## config.mk

```make
export PLATFORM = sky130hd
export DESIGN_NAME = mem_read_arbiter
export DESIGN_NICKNAME = d
export VERILOG_FILES = /design/src/rtl/mem_read_arbiter.sv
export SDC_FILE = /design/constraint.sdc
export NUM_CORES = 1
export LEC_CHECK = 0
export BUFFER_PORTS_ARGS = -buffer_cell sky130_fd_sc_hd__buf_4
export CAP_MARGIN = 20
export CORE_AREA = 2 2 152 154
export DETAILED_ROUTE_END_ITERATION = 6
export DIE_AREA = 0 0 154 156
export GPL_ROUTABILITY_DRIVEN = 0
export PLACE_DENSITY = 0.49
export SYNTH_ARGS = -nofsm -noshare
export SYNTH_HDL_FRONTEND = slang
export SYNTH_SLANG_ARGS = --single-unit
```

## constraint.sdc

```tcl
create_clock -name clk -period 2.9 [get_ports clk]
set_input_delay 0.145 -clock clk [delete_from_list [all_inputs] [get_ports clk]]
set_output_delay 0.145 -clock clk [all_outputs]
set_load 0.01 [all_outputs]
```

## src/rtl/mem_read_arbiter.sv

```systemverilog
// Shares one memory read port between instruction fetch (I) and loads (D), one read in flight.
// Optional macro MEM_ARB_RR_EN: round-robin arbitration instead of fixed D-over-I priority.
`timescale 1ns/1ps
module mem_read_arbiter #(
  parameter int ADDR_W = 64,
  parameter int DATA_W = 64
) (
  input  logic              clk,
  input  logic              rst,
  input  logic              i_ren,
  input  logic [ADDR_W-1:0] i_raddr,
  input  logic              i_flush,
  output logic              i_rvalid,
  output logic [DATA_W-1:0] i_rdata,
  input  logic              d_ren,
  input  logic [ADDR_W-1:0] d_raddr,
  output logic              d_rvalid,
  output logic [DATA_W-1:0] d_rdata,
  output logic              mem_ren,
  output logic [ADDR_W-1:0] mem_raddr,
  input  logic              mem_rvalid,
  input  logic [DATA_W-1:0] mem_rdata,
  output logic [1:0]        dbg_state
);

  // Handshake: a requester raises x_ren with x_raddr stable and holds both until the
  // single-cycle x_rvalid pulse; the memory answers each one-cycle mem_ren with one mem_rvalid.
  typedef enum logic [1:0] {
    IDLE   = 2'd0,
    BUSY_I = 2'd1,
    BUSY_D = 2'd2
  } state_e;

  state_e            state_q, state_d;
  logic              drop_q, drop_d;
  logic              mem_ren_q, mem_ren_d;
  logic [ADDR_W-1:0] mem_raddr_q, mem_raddr_d;
  logic              gnt_i, gnt_d;
  logic              i_hit, d_hit;

`ifdef MEM_ARB_RR_EN
  // lg_q = 0: I was granted last, 1: D was granted last
  logic lg_q, lg_d;

  always_comb begin
    gnt_i = i_ren;
    gnt_d = d_ren;
    if (i_ren && d_ren) begin
      gnt_i = lg_q;
      gnt_d = !lg_q;
    end
  end
`else
  always_comb begin
    gnt_d = d_ren;
    gnt_i = i_ren && !d_ren;
  end
`endif

  always_comb begin
    state_d     = state_q;
    drop_d      = drop_q;
    mem_ren_d   = 1'b0;
    mem_raddr_d = '0;
    i_hit       = 1'b0;
    d_hit       = 1'b0;
`ifdef MEM_ARB_RR_EN
    lg_d        = lg_q;
`endif
    case (state_q)
      IDLE: begin
        if (gnt_i) begin
          state_d     = BUSY_I;
          mem_ren_d   = 1'b1;
          mem_raddr_d = i_raddr;
          drop_d      = i_flush;
`ifdef MEM_ARB_RR_EN
          lg_d        = 1'b0;
`endif
        end else if (gnt_d) begin
          state_d     = BUSY_D;
          mem_ren_d   = 1'b1;
          mem_raddr_d = d_raddr;
`ifdef MEM_ARB_RR_EN
          lg_d        = 1'b1;
`endif
        end
      end
      BUSY_I: begin
        if (i_flush) drop_d = 1'b1;
        // a flush arriving with the response still kills it
        if (mem_rvalid) begin
          i_hit   = !(drop_q || i_flush);
          state_d = IDLE;
          drop_d  = 1'b0;
        end
      end
      BUSY_D: begin
        if (mem_rvalid) begin
          d_hit   = 1'b1;
          state_d = IDLE;
        end
      end
      default: state_d = IDLE;
    endcase
  end

  always_ff @(posedge clk) begin
    if (rst) begin
      state_q     <= IDLE;
      drop_q      <= 1'b0;
      mem_ren_q   <= 1'b0;
      mem_raddr_q <= '0;
    end else begin
      state_q     <= state_d;
      drop_q      <= drop_d;
      mem_ren_q   <= mem_ren_d;
      mem_raddr_q <= mem_raddr_d;
    end
  end

`ifdef MEM_ARB_RR_EN
  always_ff @(posedge clk) begin
    if (rst) lg_q <= 1'b0;
    else     lg_q <= lg_d;
  end
`endif

  // Responses are steered combinationally; reset masks anything still arriving.
  assign i_rvalid  = i_hit && !rst;
  assign d_rvalid  = d_hit && !rst;
  assign i_rdata   = i_rvalid ? mem_rdata : '0;
  assign d_rdata   = d_rvalid ? mem_rdata : '0;
  assign mem_ren   = mem_ren_q;
  assign mem_raddr = mem_raddr_q;
  assign dbg_state = state_q;

endmodule

```

Yosys cells after proc, flatten, opt, wreduce, memory -nomap -nowiden
Index checks and enable logic that the tools add are counted.
Widths: inputs -> output; s select.

storage, ports and cells
  ROM bits = 0
  RAM bits = 0
  flip-flop bits (word level) = 68
  latch bits = 0
  input port bits = 198
  logic and storage cells = 42
  output and inout bits = 197
  memories = 0

operators by class
  shifts and indexed selects = 0
  divide/modulo/power cells = 0
  multiplexer cells = 18
  add/sub/neg operators = 0
  equal/unequal tests = 6
  multipliers = 0
  bitwise logic cells = 1
  reduce and logical (&&, ||, !) cells = 13
  $lt $le $gt $ge = 0

operators by type and width
  kind                number
  $mux 64             4
  $mux 1              9
  $mux 2              3
  $ne 3x3->1 const B  2
  $pmux 2 s2          1
  $reduce_or 2->1     2
  $logic_and 1x1->1   3
  $logic_not 1->1     3
  $reduce_and 3->1    1
  $eq 2x1->1 const B  1
  $eq 2x2->1 const B  1
  $logic_not 2->1     1
  $ne 2x1->1 const B  1
  $ne 2x2->1 const B  1
  $pmux 1 s2          1
  $reduce_and 2->1    1
  $reduce_bool 2->1   1
  $logic_or 1x1->1    1
  $not 1->1           1

Depth between registers and ports, before layout
Gate-level depths: netlist (run 1).

  depth in word-level cells = 6
  depth in mapped cells = 6
  depth with buffers taken out = 5

Least setup slack after synthesis (run 1)
OpenSTA, ideal clock, no wires.

  path type = register to register
  start = reg state_q[0] (netlist: dbg_state[0])
  end = reg drop_q
  slack = 1379 ps
  path buffers = 0
  stages on the path, launching flop included = 6
  data arrival time = 1404 ps
  library setup time = 117 ps
  data required time = 2783 ps
  path through = dfxtp_1 > inv_1 > ha_1 > and3b_1 > or3_1 > and4bb_1

on the way
  cells in the longest elaborated chain, start to end = 3
  elaborated cells between the ends (all ways) = 7
  classes of those cells = eq/ne (3); mux (1); reduce/logical (3)

RTL lines
  item                                           line  RTL
  start: declaration                             34    state_e state_q, state_d;
  start signal: assignment                       115   state_q <= state_d;
  $eq 2x1->1 or $logic_not 2->1 (tied branches)  70    case (state_q)
  $ne 3x3->1 (no line) (tied with other cells)   --
  $reduce_and 3->1 (no line)                     --
  end signal: assignment                         116   drop_q <= drop_d;
  end: declaration                               35    logic drop_q, drop_d;

Parallel ways exist; a longest one is shown, timed or not.
A chain may end at the register's enable or synchronous reset.

Final worst setup path (run 1)
  start = reg state_q[1] (netlist: dbg_state[1])
  end = out i_rdata[42]

on the way
  cells in the longest elaborated chain, start to end = 4

RTL lines
  item               line  RTL
  $eq 2x1->1         70
  $mux 1             70
  $logic_and 1x1->1  130   assign i_rvalid = i_hit && !rst;
  $mux 64            132   assign i_rdata = i_rvalid ? mem_rdata : '0;
  end: declaration   14    output logic [DATA_W-1:0] i_rdata,

No other way between the ends.

==> metrics.md, run 1 <==
| Metric | Value |
|---|---|
| Combined area of the multi-input logic cells | `1990 um2` |
| Die Y | `156 um` |
| Leading area contributor after synthesis | `sky130_fd_sc_hd__dfxtp_1` |
| Share of layout cells above drive strength 1 | `50.8%` |
| Most Frequent Cell on Critical Path | `sky130_fd_sc_hd__buf_4` |
| Cell-by-cell listing of the critical path | `inv_1, ha_1, and4b_2, buf_4, and2_1, buf_4` |
| Fin. Hold Viols | `0` |
| Total number of nets in the final design | `1021` |
| Number of antenna diodes | `0` |
| Total gr overflow | `0` |
| Depth of the worst register-to-register path | `5` |
| Wire length after detailed routing | `17300 um` |
| Power density over the cells | `412 nW/um2` |
| Sequential standard cell area | `1360 um2` |
| Row Count | `55` |
| Count of pins over their slew limit | `0` |
| Worst hold path type | `input pin to flip-flop` |
| Area of the mapped netlist | `3550 um2` |
| Total of max-cap violations | `0` |
| Reported leakage power | `3.56 nW` |
| Clock tree from TritonCTS | `done` |
| Die outline width | `154 um` |
| Sequential element share of the synthesized area | `38.3%` |
| Number of DRC markers in iteration 0 | `155` |
| Slowest CP cell | `sky130_fd_sc_hd__and4b_2` |
| Period Utilization, post-route | `80.0%` |
| Adder-cell share of the synthesized area | `1.06%` |
| Synth-to-Final Area Change | `99.7%` |
| Clock buffers created by TritonCTS | `9` |
| Core Region | `22400 um2` |
| Fraction of the mapped netlist area in simple logic gates | `44.5%` |
| Multiplexer area fraction after synthesis | `0%` |
| Root cell of the clock tree | `sky130_fd_sc_hd__clkbuf_16` |
| Critical path start-end classification | `flip-flop to output port` |
| Largest cells by area after synthesis | `sky130_fd_sc_hd__dfxtp_1 (38%), sky130_fd_sc_hd__and2_1 (23%), sky130_fd_sc_hd__nand3b_1 (12%)` |
| Max_slew headroom | `54.7%` |
| Fillcell total | `2467` |
| Warning count from the yosys run | `0` |
| Largest net degree at the start of global routing | `69` |
| Critical Path Source Type | `flip-flop` |
| Worst EP required | `2.76 ns` |
| Number of antenna violations at the first check in global routing | `0` |
| CTS Buffer Depth | `2` |
| Maximum clock rate | `431 MHz` |
| Total number of H-tree levels | `3` |
| Average instance area after synthesis | `7.89 um2` |
| Hold Crit Start | `i_raddr[63]` |
| Post-synthesis compound-gate area fraction | `10.4%` |
| Number of standard cells after synthesis | `450` |
| Insertion delay to the later sink of the worst-skew pair | `0.34 ns` |
| Remaining routing DRC violations | `0` |
| End of the worst register-to-register path | `mem_raddr[37]` |
| Xor/xnor share of the synthesized area | `0%` |
| Slew @ Worst Pin | `0.679 ns` |
| Final non-filler cell total | `1110` |
| Total negative slack for setup checks | `0 ns` |
| Outcome | `complete, no violations` |
| Hold Path Sink | `mem_raddr[63]` |
| Post-CTS Setup Inserts | `0` |
| Detailed Place HPWL | `13900 um` |
| Worst IR Drop VDD | `0.000236 V` |
| First-pass iteration count of the detailed router | `4` |
| Post-Route Hold Slack | `0.0395 ns` |
| Kind of end point of the critical path | `output port` |
| Count of buffers from port buffering | `394` |
| Syn_nets | `651` |
| Vias in the first global route | `4283` |
| Total of cells resized after clock tree synthesis | `0` |
| Crit-path max FO | `41` |
| Worst Setup SP | `dbg_state[1]` |
| Average wire per cell in the routed design | `15.6 um` |
| Total instance count after detailed placement | `1093` |
| Global-route total usage across every layer | `13.5%` |
| Worst Skew | `0.00549 ns` |
| Dominant combinational cell family by area after synthesis | `simple AND/OR/NAND/NOR gates` |
| Total of endpoints with negative setup slack in the final report | `0` |
| Total clock sinks | `68` |
| R2r setup slk | `1.14 ns` |
| WP data arrival | `2.18 ns` |
| Initial core utilization | `15.9%` |
| Reg clk slew, reported paths | `0.06 ns` |
| Global-route wire length before repair | `24800 um` |
| Delay of the slowest cell on the worst path | `0.64 ns` |
| Area enclosed by the die boundary | `24000 um2` |
| Vias/cell | `3.99` |
| RR Startpoint | `dbg_state[0]` |
| I/O pin count | `395` |
| Remaining antenna violation count after routing | `0` |
| Synth cell types | `24` |
| Number of vias in the routed layout | `4428` |
| Minimum clock period after layout | `2.32 ns` |
| Setup repair after global routing missed its margin | `false` |
| Seq cells post-synth | `68` |
| Synth top area share | `38.3%` |
| Number of stages on the worst hold path | `3` |
[cells by family after synthesis]
kind of cell / after synthesis
AOI/OAI and AO/OA: 69
adders and majority gates: 3
buffers and inverters: 44
DFF: 68
and+or+nand+nor: 266
[final cells by class]
type / count / share of cell area [%]
inverters: 2 / 0.106
clock buffers: 11 / 3.56
repair buffers: 401 / 42.8
multi-input cells: 338 / 28.1
clock inverters: 5 / 1.18
flip-flops and latches: 68 / 19.2
well taps: 285 / 5.03
[cell usage in the layout (no fill, tap or decap)]
cell / Yosys / final
sky130_fd_sc_hd__nand2_1: 57 / 57
sky130_fd_sc_hd__a21o_1: 1 / 1
sky130_fd_sc_hd__and4b_2: 0 / 1
sky130_fd_sc_hd__buf_4: 1 / 398
sky130_fd_sc_hd__or3_1: 1 / 1
sky130_fd_sc_hd__and4bb_1: 1 / 1
sky130_fd_sc_hd__bufinv_16: 0 / 2
sky130_fd_sc_hd__clkbuf_16: 0 / 9
sky130_fd_sc_hd__nand3_1: 1 / 1
sky130_fd_sc_hd__clkbuf_8: 0 / 2
sky130_fd_sc_hd__and2b_1: 1 / 1
sky130_fd_sc_hd__a21oi_1: 59 / 59
sky130_fd_sc_hd__nand2b_2: 0 / 1
sky130_fd_sc_hd__buf_12: 0 / 2
sky130_fd_sc_hd__nor2b_1: 1 / 1
sky130_fd_sc_hd__a22oi_1: 7 / 7
sky130_fd_sc_hd__and2_1: 129 / 129
sky130_fd_sc_hd__clkinvlp_4: 0 / 2
sky130_fd_sc_hd__and3b_2: 0 / 1
sky130_fd_sc_hd__a211oi_1: 1 / 1
sky130_fd_sc_hd__and3b_1: 2 / 1
sky130_fd_sc_hd__nor2_1: 11 / 11
sky130_fd_sc_hd__o22ai_1: 1 / 1
sky130_fd_sc_hd__ha_1: 3 / 3
sky130_fd_sc_hd__dlygate4sd3_1: 0 / 1
sky130_fd_sc_hd__dfxtp_1: 68 / 68
sky130_fd_sc_hd__clkinv_4: 0 / 1
sky130_fd_sc_hd__inv_1: 2 / 2
sky130_fd_sc_hd__nand2b_1: 4 / 3
sky130_fd_sc_hd__nand3b_1: 57 / 57
[state kept, by name, summed over array words and instances (netlist names)]
name / cells
drop_q: 1
mem_ren: 1
dbg_state: 2
mem_raddr: 64
[Yosys cell counts]
master and number:
sky130_fd_sc_hd__and2b_1 1, sky130_fd_sc_hd__or3_1 1, sky130_fd_sc_hd__o22ai_1 1, sky130_fd_sc_hd__nand2b_1 4, sky130_fd_sc_hd__nand3_1 1, sky130_fd_sc_hd__dfxtp_1 68
sky130_fd_sc_hd__and4bb_1 1, sky130_fd_sc_hd__a21o_1 1, sky130_fd_sc_hd__nor2_1 11, sky130_fd_sc_hd__inv_1 2, sky130_fd_sc_hd__and3b_1 2, sky130_fd_sc_hd__ha_1 3
sky130_fd_sc_hd__nor2b_1 1, sky130_fd_sc_hd__and4b_1 1, sky130_fd_sc_hd__nand3b_1 57, sky130_fd_sc_hd__a21oi_1 59, sky130_fd_sc_hd__nand2_1 57, sky130_fd_sc_hd__and2_1 129
sky130_fd_sc_hd__clkbuf_1 14, sky130_fd_sc_hd__a22oi_1 7, sky130_fd_sc_hd__buf_2 17, sky130_fd_sc_hd__clkbuf_2 10, sky130_fd_sc_hd__a211oi_1 1, sky130_fd_sc_hd__buf_4 1
[worst max path at each step]
stage,endpoint,slack (ns),cells after the start
after floorplan,drop_q,1.38,5
after global placement,i_rdata[5],0.99,6
after detailed placement,i_rdata[42],0.93,6
after CTS,i_rdata[42],0.55,6
after global routing,i_rdata[53],0.38,6
final,i_rdata[42],0.58,6
[metal layers]
layer / routed length, um / vias to the layer above / GRT usage, %
met5: 0 / - / 0
met4: 227 / 0 / 4.05
met3: 1630 / 16 / 4.83
met2: 9050 / 223 / 25.0
met1: 6380 / 1992 / 14.4
li1: - / 2197 / -
[timing repair]
| item | CTS | global route |
|---|---|---|
| hold buffers | 1 | 0 |
| setup endpoints to repair | 0 | 0 |
| endpoints found under the hold margin | 2 | 0 |
[where the power goes]
group          switching, W  total [W]  internal [W]  leakage (nW)
registers         0.0000221    0.00103       0.00100         0.559
clock network      0.000438    0.00124      0.000801         0.158
logic              0.000289   0.000655      0.000366          2.84
[critical path: cells and delay by family, from the launching register on]
| family | cells | cell delay, ns |
|---|---|---|
| buffers and inverters | 3 | 0.50 |
| adders and majority gates | 1 | 0.20 |
| DFF | 1 | 0.33 |
| and+or+nand+nor | 2 | 0.79 |
[per-stage QoR]
stage	util [%]	total power [W]	cell area [um2]	setup WS [ns]
after floorplan	-	0.00128	3550	1.38
after global placement	30.2	0.00171	6750	0.986
after detailed placement	30.2	0.00171	6750	0.933
after CTS	31.7	0.00298	7090	0.552
after global routing	31.7	0.00307	7090	0.385
final	31.7	0.00292	7090	0.580
No activity file was read; power rests on OpenSTA's default activity.
==> run 2, diff against run 1 <==
--- a/config.mk
+++ b/config.mk
@@ -11,7 +11,7 @@
 export DETAILED_ROUTE_END_ITERATION = 6
 export DIE_AREA = 0 0 154 156
 export GPL_ROUTABILITY_DRIVEN = 0
-export PLACE_DENSITY = 0.49
+export PLACE_DENSITY = 0.5
 export SYNTH_ARGS = -nofsm -noshare
 export SYNTH_HDL_FRONTEND = slang
 export SYNTH_SLANG_ARGS = --single-unit
==> constraint.sdc (replaced) <==
create_clock -name clk -period 2.1 [get_ports clk]
set_input_delay 0.105 -clock clk [delete_from_list [all_inputs] [get_ports clk]]
set_output_delay 0.105 -clock clk [all_outputs]
set_load 0.01 [all_outputs]
==> metrics.md, run 2 (synthesis gave the netlist of run 1 again) <==
| Metric | Value |
|---|---|
| Die outline width | `154 um (unchanged)` |
| Area enclosed by the die boundary | `24000 um2 (unchanged)` |
| Part of the total power dissipated in the clock network | `40.2% (-2.2 points)` |
| Wire length after detailed routing | `17800 um (+2.8%)` |
| Fin. Hold Viols | `0 (unchanged)` |
| Most used cells in the layout excluding fill and tap cells | `sky130_fd_sc_hd__buf_4 (401), sky130_fd_sc_hd__and2_1 (128), sky130_fd_sc_hd__dfxtp_1 (68)` |
| Global-route met3 utilization | `3.92% (-0.92 points)` |
| Core Region | `22400 um2 (unchanged)` |
| Most Frequent Cell on Critical Path | `sky130_fd_sc_hd__buf_4` |
| Setup repair after global routing missed its margin | `true` |
| Worst Skew | `0.00491 ns (-0.000580 ns)` |
| Number of flip-flops under the largest register name | `64 (unchanged)` |
| WP data arrival | `1.89 ns (-0.29 ns)` |
| Share of layout cells above drive strength 1 | `50.2% (-0.55 points)` |
| Delay of the slowest cell on the worst path | `0.69 ns (+0.05 ns)` |
| Die Y | `156 um (unchanged)` |
| Count of buffering cells on the critical path with inverters included | `3 (unchanged)` |
| Net switching power | `0.00102 W (+36%)` |
| Worst hold path type | `input pin to flip-flop` |
| Final non-filler cell total | `1126 (+1.4%)` |
| Final instance area | `7230 um2 (+2.0%)` |
| Slew @ Worst Pin | `0.607 ns (-0.0722 ns)` |
| Number of DRC markers in iteration 0 | `164 (+5.8%)` |
| Remaining antenna violation count after routing | `0 (unchanged)` |
| Max_slew headroom | `59.5% (+4.8 points)` |
| Root cell of the clock tree | `sky130_fd_sc_hd__clkbuf_16` |
| Critical path start-end classification | `input pin to output port` |
| Row Count | `55 (unchanged)` |
| Total number of nets in the final design | `1037 (+1.6%)` |
| Initial core utilization | `15.9% (unchanged)` |
| Maximum clock rate | `501 MHz` |
| Outcome | `complete, no violations` |
| Count of buffers from port buffering | `394 (unchanged)` |
| Worst EP required | `2.00 ns (-0.76 ns)` |
| Global-route wire length before repair | `25200 um (+1.3%)` |
| Total of endpoints with negative setup slack in the final report | `0 (unchanged)` |
| Total negative slack for setup checks | `0 ns (unchanged)` |
| Power density over the cells | `545 nW/um2 (+32%)` |
| Cell type group with the largest total delay on the critical path | `simple AND/OR/NAND/NOR gates` |
| Reg clk slew, reported paths | `0.06 ns (about the same)` |
| Fraction of power consumed by combinational cells | `23.9% (+1.5 points)` |
| Detailed Place HPWL | `14100 um (+1.4%)` |
| Largest net degree at the start of global routing | `72 (+4.3%)` |
| Cell-by-cell listing of the critical path | `dlygate4sd3_1, buf_4, and3b_4, and2_1, buf_4` |
| Vias in the first global route | `4357 (+1.7%)` |
| GR Util met2 | `25.0% (+0.085 points)` |
| Kind of end point of the critical path | `output port` |
| Number of antenna violations at the first check in global routing | `1 (+1)` |
| Sequential fraction of design power | `35.9% (+0.8 points)` |
| CTS Buffer Depth | `2 (unchanged)` |
| Crit-path max FO | `65 (+59%)` |
| Period Utilization, post-route | `95.0%` |
| Placed Area | `6770 um2 (+0.30%)` |
| Clock tree from TritonCTS | `done` |
| Remaining routing DRC violations | `0 (unchanged)` |
| Insertion delay to the later sink of the worst-skew pair | `0.34 ns (about the same)` |
| Minimum clock period after layout | `1.99 ns` |
| Switching portion of total power | `25.8% (+0.16 points)` |
| Total instance count after detailed placement | `1094 (+0.091%)` |
| Post-Route Hold Slack | `0.0201 ns (-0.0194 ns)` |
| Fraction of met1 tracks used by global routing | `15.0% (+0.56 points)` |
| Most common library cell in the layout ignoring fill and taps | `sky130_fd_sc_hd__buf_4` |
| Total clock sinks | `68 (unchanged)` |
| Most crowded layer after global routing | `met2` |
| First-pass iteration count of the detailed router | `4 (unchanged)` |
| I/O pin count | `395 (unchanged)` |
| Clock buffers created by TritonCTS | `9 (unchanged)` |
| Global-route total usage across every layer | `13.7% (+0.24 points)` |
| Synth-to-Final Area Change | `104%` |
| Average wire per cell in the routed design | `15.8 um (+1.3%)` |
| Vias/cell | `4.00 (+0.16%)` |
| Reported leakage power | `3.62 nW (+1.7%)` |
| Slowest CP cell | `sky130_fd_sc_hd__and3b_4` |
| Design internal power | `0.00292 W (+35%)` |
| Total of max-cap violations | `0 (unchanged)` |
| Critical Path Source Type | `input pin` |
| Total number of H-tree levels | `3 (unchanged)` |
| Count of pins over their slew limit | `0 (unchanged)` |
| Number of vias in the routed layout | `4499 (+1.6%)` |
| Worst IR Drop VDD | `0.000370 V (+57%)` |
| Total gr overflow | `0 (unchanged)` |
[run 2: power groups by stage]
stage               logic [W]  clock network (W)  registers (W)
finish               0.000941            0.00159        0.00141
global route          0.00103            0.00169        0.00142
CTS                  0.000953            0.00164        0.00142
detailed placement   0.000931                  0        0.00144
global placement     0.000930                  0        0.00144
floorplan            0.000283                  0        0.00149
[run 2: per-layer routing]
layer  share of wire (%)  up-vias
met5                   0        -
met4                 2.1        0
met3                 7.9       20
met2                  53      224
met1                  37     2022
li1                    -     2233
[run 2: final timing paths]
| check | start | endpoint | slack, ns | cells past startpoint |
|---|---|---|---|---|
| min | d_raddr[16] | mem_raddr[16] | 0.02 | 3 |
| max reg2reg | dbg_state[0] | drop_q | 0.46 | 5 |
| max | rst | d_rdata[15] | 0.11 | 5 |
| min reg2reg | dbg_state[0] | dbg_state[0] | 0.56 | 2 |
[run 2: layout make-up]
type / count / area (um2)
clock buffers: 14 / 274
inverters: 2 / 7.51
repair buffers: 416 / 3190
clock inverters: 1 / 30.0
fillers: 2421 / 15100
flip-flops and latches: 68 / 1360
multi-input cells: 339 / 2010
diodes: 1 / 2.50
well taps: 285 / 357
[run 2: repair_timing]
item | 4_1_cts | 5_1_grt
endpoints found under the setup margin | 109 | 75
hold buffers | 12 | 0
buffers inserted | 0 | 3
pin swaps | 0 | 1
resized for setup | 2 | 1
gates cloned | 0 | 1
endpoints found under the hold margin | 11 | 0
[run 2: worst min-delay path, delay by kind of cell]
kind	cells	cell delay, ns
AOI/OAI and AO/OA	1	0.10
and+or+nand+nor	1	0.04
buffers and inverters	1	0.07
[run 2: through the flow]
step / setup slack (ns) / power (W) / util, %
2_1_floorplan: 0.579 / 0.00177 / -
3_3_place_gp: 0.332 / 0.00237 / 30.2
3_5_place_dp: 0.283 / 0.00237 / 30.2
4_1_cts: 0.0458 / 0.00401 / 32.2
5_1_grt: -0.0351 / 0.00414 / 32.3
6_report: 0.106 / 0.00394 / 32.3
